--- config.mk ---
export PLATFORM = sky130hd
export DESIGN_NAME = chunk_serializer_flat
export DESIGN_NICKNAME = d
export VERILOG_FILES = /design/src/rtl/chunk_serializer_if.sv /design/src/rtl/chunk_serializer.sv /design/src/flat_wrapper.sv
export SDC_FILE = /design/constraint.sdc
export NUM_CORES = 1
export LEC_CHECK = 0
export CORE_MARGIN = 4
export CORE_UTILIZATION = 50
export CTS_BUF_LIST = sky130_fd_sc_hd__clkbuf_4 sky130_fd_sc_hd__clkbuf_8
export DETAILED_ROUTE_END_ITERATION = 7
export GPL_TIMING_DRIVEN = 0
export HOLD_SLACK_MARGIN = 0.06
export PLACE_DENSITY = 0.72
export SLEW_MARGIN = 20
export SYNTH_ARGS = -nofsm -noshare
export SYNTH_HDL_FRONTEND = slang
export SYNTH_SLANG_ARGS = --single-unit
--- constraint.sdc ---
create_clock -name clk -period 2.6 [get_ports clk]
set_input_delay 0.52 -clock clk [delete_from_list [all_inputs] [get_ports clk]]
set_output_delay 0.52 -clock clk [all_outputs]
set_load 0.01 [all_outputs]
--- src/rtl/chunk_serializer_if.sv ---
// Chunk-in / byte-out stream bundle for chunk_serializer.
// slave = serializer side, master = producer/consumer side.
interface chunk_serializer_if #(
  parameter int WRITE_WIDTH    = 8,
  parameter int READ_WIDTH_MUL = 27
);
  localparam int LEN_W = $clog2(READ_WIDTH_MUL + 1);

  logic [READ_WIDTH_MUL*WRITE_WIDTH-1:0] in_data;
  logic [LEN_W-1:0]                      in_len;
  logic                                  in_last;
  logic                                  in_valid;
  logic                                  in_ready;
  logic [WRITE_WIDTH-1:0]                out_data;
  logic                                  out_valid;
  logic                                  out_ready;
  logic                                  out_last;

  modport master (
    output in_data, in_len, in_last, in_valid, out_ready,
    input  in_ready, out_data, out_valid, out_last
  );

  modport slave (
    input  in_data, in_len, in_last, in_valid, out_ready,
    output in_ready, out_data, out_valid, out_last
  );
endinterface

--- src/rtl/chunk_serializer.sv ---
// Wide-to-narrow converter: one chunk in, its elements out LSB first.
// A one-chunk pending slot keeps the byte stream bubble-free.
module chunk_serializer #(
  parameter int WRITE_WIDTH    = 8,
  parameter int READ_WIDTH_MUL = 27
) (
  input  logic                clk,
  input  logic                rst_n,
  input  logic                flush,
  chunk_serializer_if.slave   bus,
  output logic                busy
);
  localparam int DW = WRITE_WIDTH * READ_WIDTH_MUL;
  localparam int LW = $clog2(READ_WIDTH_MUL + 1);
  localparam logic [LW-1:0] MAX_LEN = LW'(READ_WIDTH_MUL);
  localparam logic [LW-1:0] ONE     = LW'(1);

  logic [DW-1:0] r_cur_sr;
  logic [LW-1:0] r_cur_rem;
  logic          r_cur_last;
  logic          r_cur_valid;
  logic [DW-1:0] r_pend_data;
  logic [LW-1:0] r_pend_len;
  logic          r_pend_last;
  logic          r_pend_valid;

  logic [LW-1:0] w_len;
  logic          w_accept;
  logic          w_out_fire;
  logic          w_cur_done;
  logic          w_cur_free;

  // Oversized lengths clamp to a full chunk.
  assign w_len = (bus.in_len > MAX_LEN) ? MAX_LEN : bus.in_len;

  assign bus.in_ready  = !r_pend_valid && !flush;
  assign w_accept      = bus.in_valid && bus.in_ready && (w_len != '0);
  assign w_out_fire    = r_cur_valid && bus.out_ready;
  assign w_cur_done    = w_out_fire && (r_cur_rem == ONE);
  assign w_cur_free    = !r_cur_valid || w_cur_done;

  assign bus.out_valid = r_cur_valid;
  assign bus.out_data  = r_cur_sr[WRITE_WIDTH-1:0];
  assign bus.out_last  = r_cur_last && (r_cur_rem == ONE);
  assign busy          = r_cur_valid || r_pend_valid;

  // Current chunk: refill from pending first, then from input, else shift out.
  always_ff @(posedge clk or negedge rst_n) begin
    if (!rst_n) begin
      r_cur_sr    <= '0;
      r_cur_rem   <= '0;
      r_cur_last  <= 1'b0;
      r_cur_valid <= 1'b0;
    end else if (flush) begin
      r_cur_rem   <= '0;
      r_cur_last  <= 1'b0;
      r_cur_valid <= 1'b0;
    end else if (w_cur_free) begin
      if (r_pend_valid) begin
        r_cur_sr    <= r_pend_data;
        r_cur_rem   <= r_pend_len;
        r_cur_last  <= r_pend_last;
        r_cur_valid <= 1'b1;
      end else if (w_accept) begin
        r_cur_sr    <= bus.in_data;
        r_cur_rem   <= w_len;
        r_cur_last  <= bus.in_last;
        r_cur_valid <= 1'b1;
      end else begin
        r_cur_rem   <= '0;
        r_cur_last  <= 1'b0;
        r_cur_valid <= 1'b0;
      end
    end else if (w_out_fire) begin
      r_cur_sr  <= r_cur_sr >> WRITE_WIDTH;
      r_cur_rem <= r_cur_rem - ONE;
    end
  end

  // Pending slot: filled only while the current chunk is still busy.
  always_ff @(posedge clk or negedge rst_n) begin
    if (!rst_n) begin
      r_pend_data  <= '0;
      r_pend_len   <= '0;
      r_pend_last  <= 1'b0;
      r_pend_valid <= 1'b0;
    end else if (flush) begin
      r_pend_valid <= 1'b0;
    end else if (w_cur_free && r_pend_valid) begin
      r_pend_valid <= 1'b0;
    end else if (w_accept && !w_cur_free) begin
      r_pend_data  <= bus.in_data;
      r_pend_len   <= w_len;
      r_pend_last  <= bus.in_last;
      r_pend_valid <= 1'b1;
    end
  end
endmodule

--- src/flat_wrapper.sv ---
// flat-port wrapper written by rule: the top's interface ports become plain ports
module chunk_serializer_flat 
#(
  parameter int WRITE_WIDTH    = 8,
  parameter int READ_WIDTH_MUL = 27
)
  (clk, rst_n, flush, busy, bus_in_data, bus_in_len, bus_in_last, bus_in_valid, bus_out_ready, bus_in_ready, bus_out_data, bus_out_valid, bus_out_last);
  chunk_serializer_if #(.WRITE_WIDTH(WRITE_WIDTH), .READ_WIDTH_MUL(READ_WIDTH_MUL)) bus_i ();
  input  logic clk;
  input  logic rst_n;
  input  logic flush;
  output logic busy;
  input wire logic [$bits(bus_i.in_data)-1:0] bus_in_data;
  input wire logic [$bits(bus_i.in_len)-1:0] bus_in_len;
  input wire logic [$bits(bus_i.in_last)-1:0] bus_in_last;
  input wire logic [$bits(bus_i.in_valid)-1:0] bus_in_valid;
  input wire logic [$bits(bus_i.out_ready)-1:0] bus_out_ready;
  output wire logic [$bits(bus_i.in_ready)-1:0] bus_in_ready;
  output wire logic [$bits(bus_i.out_data)-1:0] bus_out_data;
  output wire logic [$bits(bus_i.out_valid)-1:0] bus_out_valid;
  output wire logic [$bits(bus_i.out_last)-1:0] bus_out_last;
  assign bus_i.in_data = bus_in_data;
  assign bus_i.in_len = bus_in_len;
  assign bus_i.in_last = bus_in_last;
  assign bus_i.in_valid = bus_in_valid;
  assign bus_i.out_ready = bus_out_ready;
  assign bus_in_ready = bus_i.in_ready;
  assign bus_out_data = bus_i.out_data;
  assign bus_out_valid = bus_i.out_valid;
  assign bus_out_last = bus_i.out_last;
  chunk_serializer #(.WRITE_WIDTH(WRITE_WIDTH), .READ_WIDTH_MUL(READ_WIDTH_MUL)) u_core (.clk(clk), .rst_n(rst_n), .flush(flush), .bus(bus_i), .busy(busy));
endmodule
==> impl_metrics.yaml, run 1 <==
clock_network:
  cts_root_buf: "clkbuf_8"
  ctsLongestPathBuffers: 3
  cts_tree: "done"
  insertion_delay_ps: 620
  numClockSinks: 446
  h-tree-depth: 3
  cts_made_buffers: 78
  clkSlewWorstSetupHoldPaths_ps: 60
global_route:
  use_met1_pct: 29.0
  antenna_found_initial: 8
  gr-usage-met2_pct: 36.8
  grt_use_met3_pct: 4.54
  grt_max_degree: 100
  busiest_layer: "met2"
  overflow: 0
  gr-usage-all-layers_pct: 21.9
  grt_pass1_wl_mm: 81.7
  grt_pass1_vias: 14900
worst_setup_path:
  worstSetupPathType: "flop to flop"
  setup.worst_path.start_class: "flop"
  worstSetupEndpointType: "flop"
  critPathMaxFanout: 11
  crit_arrival_ps: 2970
  crit_required_ps: 3090
sta:
  fin_tns_setup_ps: 0
  max_freq_mhz: 404
  worst_slew_pin_slew_ps: 842
  holdWs_ps: 395
  fin_skew_ps: 22.1
  fin_crit_sh_pct: 95.2
  post-route-min-period_ps: 2480
  maxSlewHeadroom_pct: 43.9
  hold_viol_final: 0
  finalMaxSlewViolations: 0
  setup_viol: 0
  rsz0062_at_grt: "yes"
layout:
  synthToLayoutAreaGrowth_pct: 23.2
  seqCellArea_um2: 11200
  nNetsFinal: 2126
  multi_input_area_um2: 9890
  fillers: 3345
  drive_gt1_share_pct: 29.5
synthesis:
  synth_warnings: 0
  netlist_area_um2: 22000
  synthesis.nets: 1800
  avgSynthCellArea_um2: 14.0
  synth-seq-area-share_pct: 50.7
  ys.flop_type: "dfrtp_1"
  synthCells: 1571
  synth_edf_count: 0
  ys_types: 35
  async_flop_share_pct: 100
  synth-seq-cells: 446
route:
  dr.pass1.iters: 4
  via_per_inst: 5.26
  vias: 13400
  wl_per_cell_um: 20.5
  drt-total-wl_mm: 52.3
  postRouteAntennaNets: 0
  drc: 0
  drt_iter0_markers: 652
run:
  maxCapViolCount: 0
pwr:
  switching_share_pct: 27.4
  total_power_mw: 22.2
  p_per_area_nw_per_um2: 819
  p_leak_nw: 12.6
  pwr-share-clk_pct: 30.3
  p_int_mw: 16.1
  pwr-share-comb_pct: 23.6
  ir_worst_vdd_v: 0.000557
  pwr-share-seq_pct: 46.2
  power_switching_mw: 6.10
status:
  status: "finished clean"
placement:
  portBuffers: 238
  dp_hpwl_mm: 37.2
  gp_congestion: 0.761
floorplanning:
  die_h_um: 218
  row_count: 76
  die_area_um2: 47500
  die-width_um: 218
  initial_core_util_pct: 50.8
  io_pins: 239
  core_um2: 43400
hold_path:
  hp-class: "input port to async pin"
-- routing by layer --
metal	routed length, um	up-vias
met5	13	-
met4	1190	2
met3	2070	85
met2	25700	256
met1	23300	6836
li1	-	6205
-- worst max-delay path: stages (launching register included) --
cell     delay (ps)
dfrtp_1         420
ha_1            230
nor2b_1         140
a31o_2          230
buf_2           160
nor2_4          260
buf_6           230
buf_4           280
mux2_2          370
-- cell type report --
type                    instances  share of cell area, %
inverters                     108                   1.49
clock inverters                11                  0.244
plain buffers                 106                   2.69
repair buffers                246                   9.39
diodes                          8                 0.0738
clock buffers                 125                   5.85
flip-flops and latches        446                   41.1
well taps                     585                   2.70
multi-input cells             911                   36.4
-- Yosys cell counts, drive strengths merged, types with 3 or more instances --
cell type	instances	area (um2)
o22ai	9	62.6
nor2	4	15.0
mux2i	418	4180
buf	89	532
mux2	446	5360
a31o	3	26.3
o21ai	3	15.0
clkbuf	17	63.8
nor3	3	15.0
dfrtp	446	11200
inv	108	405
nand2b	3	18.8
-- cells in the final DEF, fill, tap and decap left out, drive strengths merged, types with 2 or more instances in the layout --
master         netlist  final
a21oi                2      2
or2                  2      2
ha                   2      2
clkinv               0      7
diode                0      8
clkbuf              17    160
nor3                 3      3
dfrtp              446    446
o21ai                3      3
buf                 89     80
a22o                 2      2
nand2b               3      3
mux2               446    446
inv                108    109
a31o                 3      3
nand2                2      2
nor2                 4      4
a32o                 2      2
clkinvlp             0      3
mux2i              418    418
clkdlybuf4s50        0    235
o22ai                9      9
-- state kept, by name, summed over array words and instances (netlist names) --
name                  count
u_core.r_pend_len         5
u_core.r_pend_data      216
u_core.r_pend_last        1
u_core.r_cur_sr         216
u_core.r_pend_valid       1
u_core.r_cur_last         1
u_core.bus.out_valid      1
u_core.r_cur_rem          5
-- final timing paths --
kind,slack [ps],cells after the start,end,start
worst min register to register,480,1,u_core.r_pend_data[86],u_core.r_pend_data[86]
worst max-delay path,120,8,u_core.r_pend_data[212],u_core.r_cur_rem[0]
min in group clk,480,1,u_core.r_pend_data[86],u_core.r_pend_data[86]
worst max register to register,120,8,u_core.r_pend_data[212],u_core.r_cur_rem[0]
worst min-delay path,400,2,u_core.r_pend_data[38],rst_n
max in group asynchronous,600,5,u_core.r_cur_sr[153],rst_n
-- repair_timing --
item,4_1_cts,5_1_grt
gates resized for setup,35,28
endpoints found under the hold margin,49,0
pin swaps,0,1
hold buffers,1,0
setup buffers,0,2
endpoints found under the setup margin,405,310
-- metrics by stage --
stage	instance area, um2	util, %	std cells	setup slack (ps)
after floorplan	22000	-	1571	434
after global placement	25100	58.0	2394	-18860
after detailed placement	25300	58.3	2399	-835
after CTS	27000	62.4	2536	11.9
after global routing	27100	62.6	2542	-5.64
final	27100	62.6	2546	124
-- power groups by stage --
stage / Combinational [mW] / Sequential, mW / Clock, mW
2_1_floorplan: 3.80 / 9.99 / 0
3_3_place_gp: 5.05 / 10.3 / 0
3_5_place_dp: 5.26 / 10.4 / 0
4_1_cts: 5.31 / 10.3 / 6.89
5_1_grt: 5.75 / 10.5 / 7.22
6_report: 5.24 / 10.3 / 6.73
-- cell families after synthesis --
family	synth area share [%]
simple gates	0.477
buf+inv	4.54
fa+ha+maj	0.114
compound gates	0.903
flops	50.7
mux	43.3
No activity file was read; power rests on OpenSTA's default activity.
==> inputs of run 2 (changes only) <==
Settings changed: MAX_ROUTING_LAYER set to met4.
==> run 2 against run 1 <==
Sequential cell count stayed put. Combinational power hardly changed. Fmax is 0.36% lower. Cell area hardly changed. Via count is 0.19% higher. Register-to-register slack hardly changed. Hold slack better by 6.6 ps. Utilization hardly changed. Worst setup slack worse by 9.0 ps. First-iteration DRC count is 4.9% higher. Critical endpoint is now u_core.r_pend_data[35]. Highest routed layer is now met4.
==> impl_metrics.yaml, run 2 (synthesis gave the netlist of run 1 again) <==
layout:
  final_design_area_no_fill_um2: 27100
  synthToLayoutAreaGrowth_pct: 23.2
  final_common_cell: "dfrtp_1"
  fillers: 3344
  multi_input_area_um2: 9890
  nNetsFinal: 2126
  seqCellArea_um2: 11200
  drive_gt1_share_pct: 29.5
  finish.utilization_pct: 62.6
  fin_cells: 2547
  most-common-layout-cells: "dfrtp_1 (446), mux2i_1 (418), mux2_2 (239), clkdlybuf4s50_1 (235), mux2_1 (117)"
  reg_top3: "u_core.r_cur_sr (216), u_core.r_pend_data (216)"
worst_setup_path:
  r2r-end: "u_core.r_pend_data[35]"
  crit_arrival_ps: 2990
  worstSetupPathType: "flop to flop"
  r2r_slack_ps: 120
  setup.worst_path.start_class: "flop"
  r2r_cells: 8
  worstSetupEndpointType: "flop"
  r2r_start: "u_core.r_cur_rem[0]"
  critPathMaxFanout: 11
  crit_required_ps: 3110
route:
  wl_per_cell_um: 20.5
  via_per_inst: 5.26
  drt_iter0_markers: 684
  vias: 13400
  drt-total-wl_mm: 52.2
  postRouteAntennaNets: 0
  drc: 0
  dr.pass1.iters: 5
sta:
  fin_tns_setup_ps: 0
  setup_viol: 0
  worst_slew_pin_slew_ps: 842
  layout_setup_ws_ps: 115
  max_freq_mhz: 402
  post-route-min-period_ps: 2480
  hold_viol_final: 0
  finalMaxSlewViolations: 0
  rsz0062_at_grt: "yes"
  maxSlewHeadroom_pct: 43.9
  fin_skew_ps: 19.7
  fin_crit_sh_pct: 95.6
  holdWs_ps: 402
global_route:
  antenna_found_initial: 8
  overflow: 0
  grt_max_degree: 100
  grt_pass1_wl_mm: 81.7
  gr-usage-all-layers_pct: 22.6
  grt_pass1_vias: 14900
placement:
  placedCellCount: 2399
  gp_congestion: 0.771
  pre_cts_slack_ps: -835
  portBuffers: 238
  dpl_cell_area_um2: 25300
  dp_hpwl_mm: 37.2
floorplanning:
  die-width_um: 218
  die_h_um: 218
  initial_core_util_pct: 50.8
  row_count: 76
  die_area_um2: 47500
  core_um2: 43400
  io_pins: 239
clock_network:
  cts_made_buffers: 78
  numClockSinks: 446
  h-tree-depth: 3
  clkSlewWorstSetupHoldPaths_ps: 60
  ctsLongestPathBuffers: 3
  cts_tree: "done"
  insertion_delay_ps: 620
  cts_root_buf: "clkbuf_8"
hold_path:
  hp-class: "input port to async pin"
status:
  status: "finished clean"
run:
  maxCapViolCount: 0
pwr:
  ir_worst_vdd_v: 0.000557
  p_per_area_nw_per_um2: 819
  p_leak_nw: 12.6
  total_power_mw: 22.2
## run 2: changes by cell type in the layout (fill, tap and decap cells not counted)
cell / previous run / this run
diode_2: 8 / 9
## run 2: layer usage
metal / track usage (%) / routed length, um / vias to the layer above
met5: - / 0 / -
met1: 29.1 / 23400 / 6859
li1: - / - / 6212
met3: 4.35 / 1940 / 85
met2: 36.8 / 25700 / 253
met4: 6.38 / 1160 / 0
## run 2: worst max-delay path by stage
stage	from	end	cells past startpoint
3_3_place_gp	rst_n	u_core.r_pend_data[142]	1
2_1_floorplan	u_core.r_cur_rem[0]	u_core.r_pend_data[112]	8
4_1_cts	u_core.r_cur_rem[1]	u_core.r_cur_sr[59]	9
6_report	u_core.r_cur_rem[0]	u_core.r_pend_data[35]	8
5_1_grt	u_core.r_cur_rem[1]	u_core.r_pend_data[64]	9
3_5_place_dp	u_core.r_pend_valid	busy	6
## run 2: power by group
group          internal, mW  leakage (nW)  switching (mW)
clock                  3.86         0.877            2.87
combinational          3.06          6.39            2.18
sequential             9.21          5.30            1.05
total                  16.1          12.6            6.10
## run 2: critical path, stage by stage (launching register included)
cell and delay, ps:
dfrtp_1 420, ha_1 230, nor2b_1 140, a31o_2 230, buf_2 160, nor2_4 260, buf_6 240, buf_2 310
mux2_2 370
## run 2: repair_timing
| action | 4_1_cts | 5_1_grt |
|---|---|---|
| gates resized for setup | 35 | 28 |
| endpoints found under the setup margin | 405 | 307 |
| hold endpoints to repair | 49 | 0 |
| hold buffers | 1 | 0 |
| cloned | 0 | 0 |
| pin swaps | 0 | 1 |
| buffers inserted | 0 | 2 |
## run 2: cell type report
type	count	share of cell area [%]
antenna	9	0.0830
buffer	106	2.69
clock buffer	125	5.85
clock inverter	11	0.244
inverter	108	1.49
multi-input combinational	911	36.4
sequential	446	41.1
tap	585	2.70
timing repair buffer	246	9.39
==> inputs of run 3 (changes only) <==
Settings changed: ABC_AREA set to 1.
==> run 3 against run 2 <==
Cell area is 1.7% higher. Hold slack better by 25 ps. Clock-buffer cell count is 4 lower. Die area is 2.7% higher. Global-route usage is 4.3 points higher. Via count is 60% higher. Largest power group unchanged. Highest routed layer unchanged.
==> impl_metrics.yaml, run 3 <==
status:
  status: "finished clean"
synthesis:
  synthTopCellsByCount: "nand2_1 (1,381), dfrtp_1 (446), o21ai_0 (290)"
  synth_warnings: 0
  synthCells: 3136
  synthesis.nets: 3365
  muxShareOfSynthArea_pct: 0
  synth_top_area_share_pct: 49.3
  netlist_area_um2: 22700
  yosys.area_share.simple_pct: 31.3
  synth_area_leaders: "dfrtp_1 (49%), nand2_1 (23%), o21ai_0 (6.4%)"
  yosys.area_share.adder_pct: 0.110
  yosys.area.top_type: "dfrtp_1"
  synth-seq-area-share_pct: 49.3
  avgSynthCellArea_um2: 7.23
  ys.flop_type: "dfrtp_1"
  synth_top_family_by_area: "simple AND/OR/NAND/NOR gates"
  synth-compound-area-share_pct: 9.84
  synth-seq-cells: 446
  async_flop_share_pct: 100
  ys_types: 25
  synthMostInstantiatedCell: "nand2_1"
  synth_edf_count: 0
  synth_xor_area_share_pct: 0.0387
sta:
  rsz0062_at_grt: "no"
  hold_viol_final: 0
  fin_tns_setup_ps: 0
  post-route-min-period_ps: 2520
  setup_viol: 0
  fin_crit_sh_pct: 97.0
  fin_skew_ps: 22.6
  holdWs_ps: 427
  finalMaxSlewViolations: 0
  max_freq_mhz: 397
  maxSlewHeadroom_pct: 25.3
  worst_slew_pin_slew_ps: 1120
  layout_setup_ws_ps: 78.7
worst_setup_path:
  critPathMaxFanout: 19
  slowest_stage: "clkdlybuf4s50_1"
  slowest_delay_ps: 490
  r2r_slack_ps: 210
  setup.worst_path.start_class: "flop"
  cp-startpoint: "u_core.r_pend_valid"
  crit_required_ps: 2080
  worstPathCellList: "inv_2 -> buf_8 -> nand2_1 -> clkdlybuf4s50_1"
  worstSetupEndpointType: "output port"
  r2r-end: "u_core.r_cur_sr[58]"
  r2r_start: "u_core.r_pend_valid"
  worstSetupPathType: "flop to output port"
  path_delay_family: "buffers and inverters"
  cp.depth: 4
  r2r_cells: 7
  critPathBufInv: 3
  crit_arrival_ps: 2000
global_route:
  overflow: 0
  antenna_found_initial: 13
  gr-usage-all-layers_pct: 26.9
  grt_pass1_vias: 21300
  grt_max_degree: 90
  grt_pass1_wl_mm: 107
pwr:
  pwr-share-clk_pct: 30.4
  switching_share_pct: 31.4
  p_leak_nw: 14.3
  p_int_mw: 15.1
  total_power_mw: 22.1
  p_per_area_nw_per_um2: 800
  power_switching_mw: 6.93
  pwr-share-comb_pct: 22.5
  ir_worst_vdd_v: 0.000525
  pwr-share-seq_pct: 47.1
clock_network:
  post_cts_buffers: 0
  cts_root_buf: "clkbuf_8"
  clkSlewWorstSetupHoldPaths_ps: 70
  cts_tree: "done"
  insertion_delay_ps: 630
  numClockSinks: 446
  cts_made_buffers: 77
  ctsLongestPathBuffers: 3
  h-tree-depth: 3
floorplanning:
  die_h_um: 221
  initial_core_util_pct: 50.9
  row_count: 77
  die-width_um: 221
  io_pins: 239
  die_area_um2: 48800
  core_um2: 44500
layout:
  fillers: 3994
  finish.utilization_pct: 62.0
  most-common-layout-cells: "nand2_1 (1,381), dfrtp_1 (445), o21ai_0 (290), clkdlybuf4s50_1 (235), inv_1 (230)"
  nNetsFinal: 3686
  multi_input_area_um2: 9360
  final_design_area_no_fill_um2: 27600
  final_common_cell: "nand2_1"
  fin_cells: 4113
  drive_gt1_share_pct: 8.87
  synthToLayoutAreaGrowth_pct: 21.8
  seqCellArea_um2: 11200
  reg_top3: "u_core.r_cur_sr (216), u_core.r_pend_data (216)"
placement:
  dpl_cell_area_um2: 25900
  placedCellCount: 3971
  pre_cts_slack_ps: -189
  gp_congestion: 0.904
  portBuffers: 238
  dp_hpwl_mm: 46.9
route:
  wl_per_cell_um: 15.8
  via_per_inst: 5.22
  drt-total-wl_mm: 65.1
  postRouteAntennaNets: 0
  drc: 0
  drt_iter0_markers: 1882
  vias: 21500
  dr.pass1.iters: 6
run:
  maxCapViolCount: 0
hold_path:
  hp-class: "input port to async pin"
-- run 3: changes by cell type after synthesis, sizes merged, moves of 69 or more --
cell   previous run  this run
o21ai             3       290
mux2i           418         0
nand2             2      1386
nand3             1       232
mux2            446         0
nor2              4       166
inv             108       233
a21oi             2       154
buf              89       158
-- run 3: layer usage --
layer  GRT usage (%)  vias up  routed length [um]  part of all wire (%)
li1                -    10400                   -                     -
met1            36.0    10200               28300                    43
met2            41.1      718               30200                    46
met3            5.47      142                4650                   7.1
met4            10.1        0                1990                   3.1
met5               -        -                   0                     0
-- run 3: kinds of logic (layout without fill, tap and decap cells) --
logic type,count (synthesis),in the layout
compound gates,445,445
xor+xnor,1,1
fa+ha+maj,2,2
buf+inv,454,826
flops,446,446
other cells,0,13
simple gates,1788,1788
-- run 3: worst max-delay path by stage --
| stage | endpoint | slack (ps) |
|---|---|---|
| 2_1_floorplan | u_core.r_cur_sr[202] | 920 |
| 3_3_place_gp | u_core.r_pend_data[24] | -18560 |
| 3_5_place_dp | u_core.r_pend_len[1] | -190 |
| 4_1_cts | busy | 20 |
| 5_1_grt | busy | 10 |
| 6_report | busy | 80 |
-- run 3: layout make-up --
| class | instances | area share, % |
|---|---|---|
| clock inverters | 9 | 0.254 |
| inverters | 233 | 3.17 |
| diodes | 13 | 0.118 |
| clock buffers | 121 | 5.60 |
| plain buffers | 219 | 4.63 |
| multi-input cells | 2236 | 33.9 |
| repair buffers | 244 | 9.18 |
| well taps | 592 | 2.68 |
| flip-flops and latches | 446 | 40.4 |
-- run 3: what timing repair did --
action	CTS	global route
resized for setup	8	3
hold buffers	1	0
gates cloned	0	0
endpoints found under the setup margin	3	2
pin swaps	0	0
hold endpoints to repair	49	0
-- run 3: power by group through the flow --
stage	combinational [mW]	sequential, mW	clock [mW]
after CTS	4.98	10.4	6.86
after detailed placement	4.95	10.4	0
after global routing	5.69	10.6	7.20
after floorplan	3.40	10.1	0
after global placement	4.73	10.4	0
final	4.97	10.4	6.72
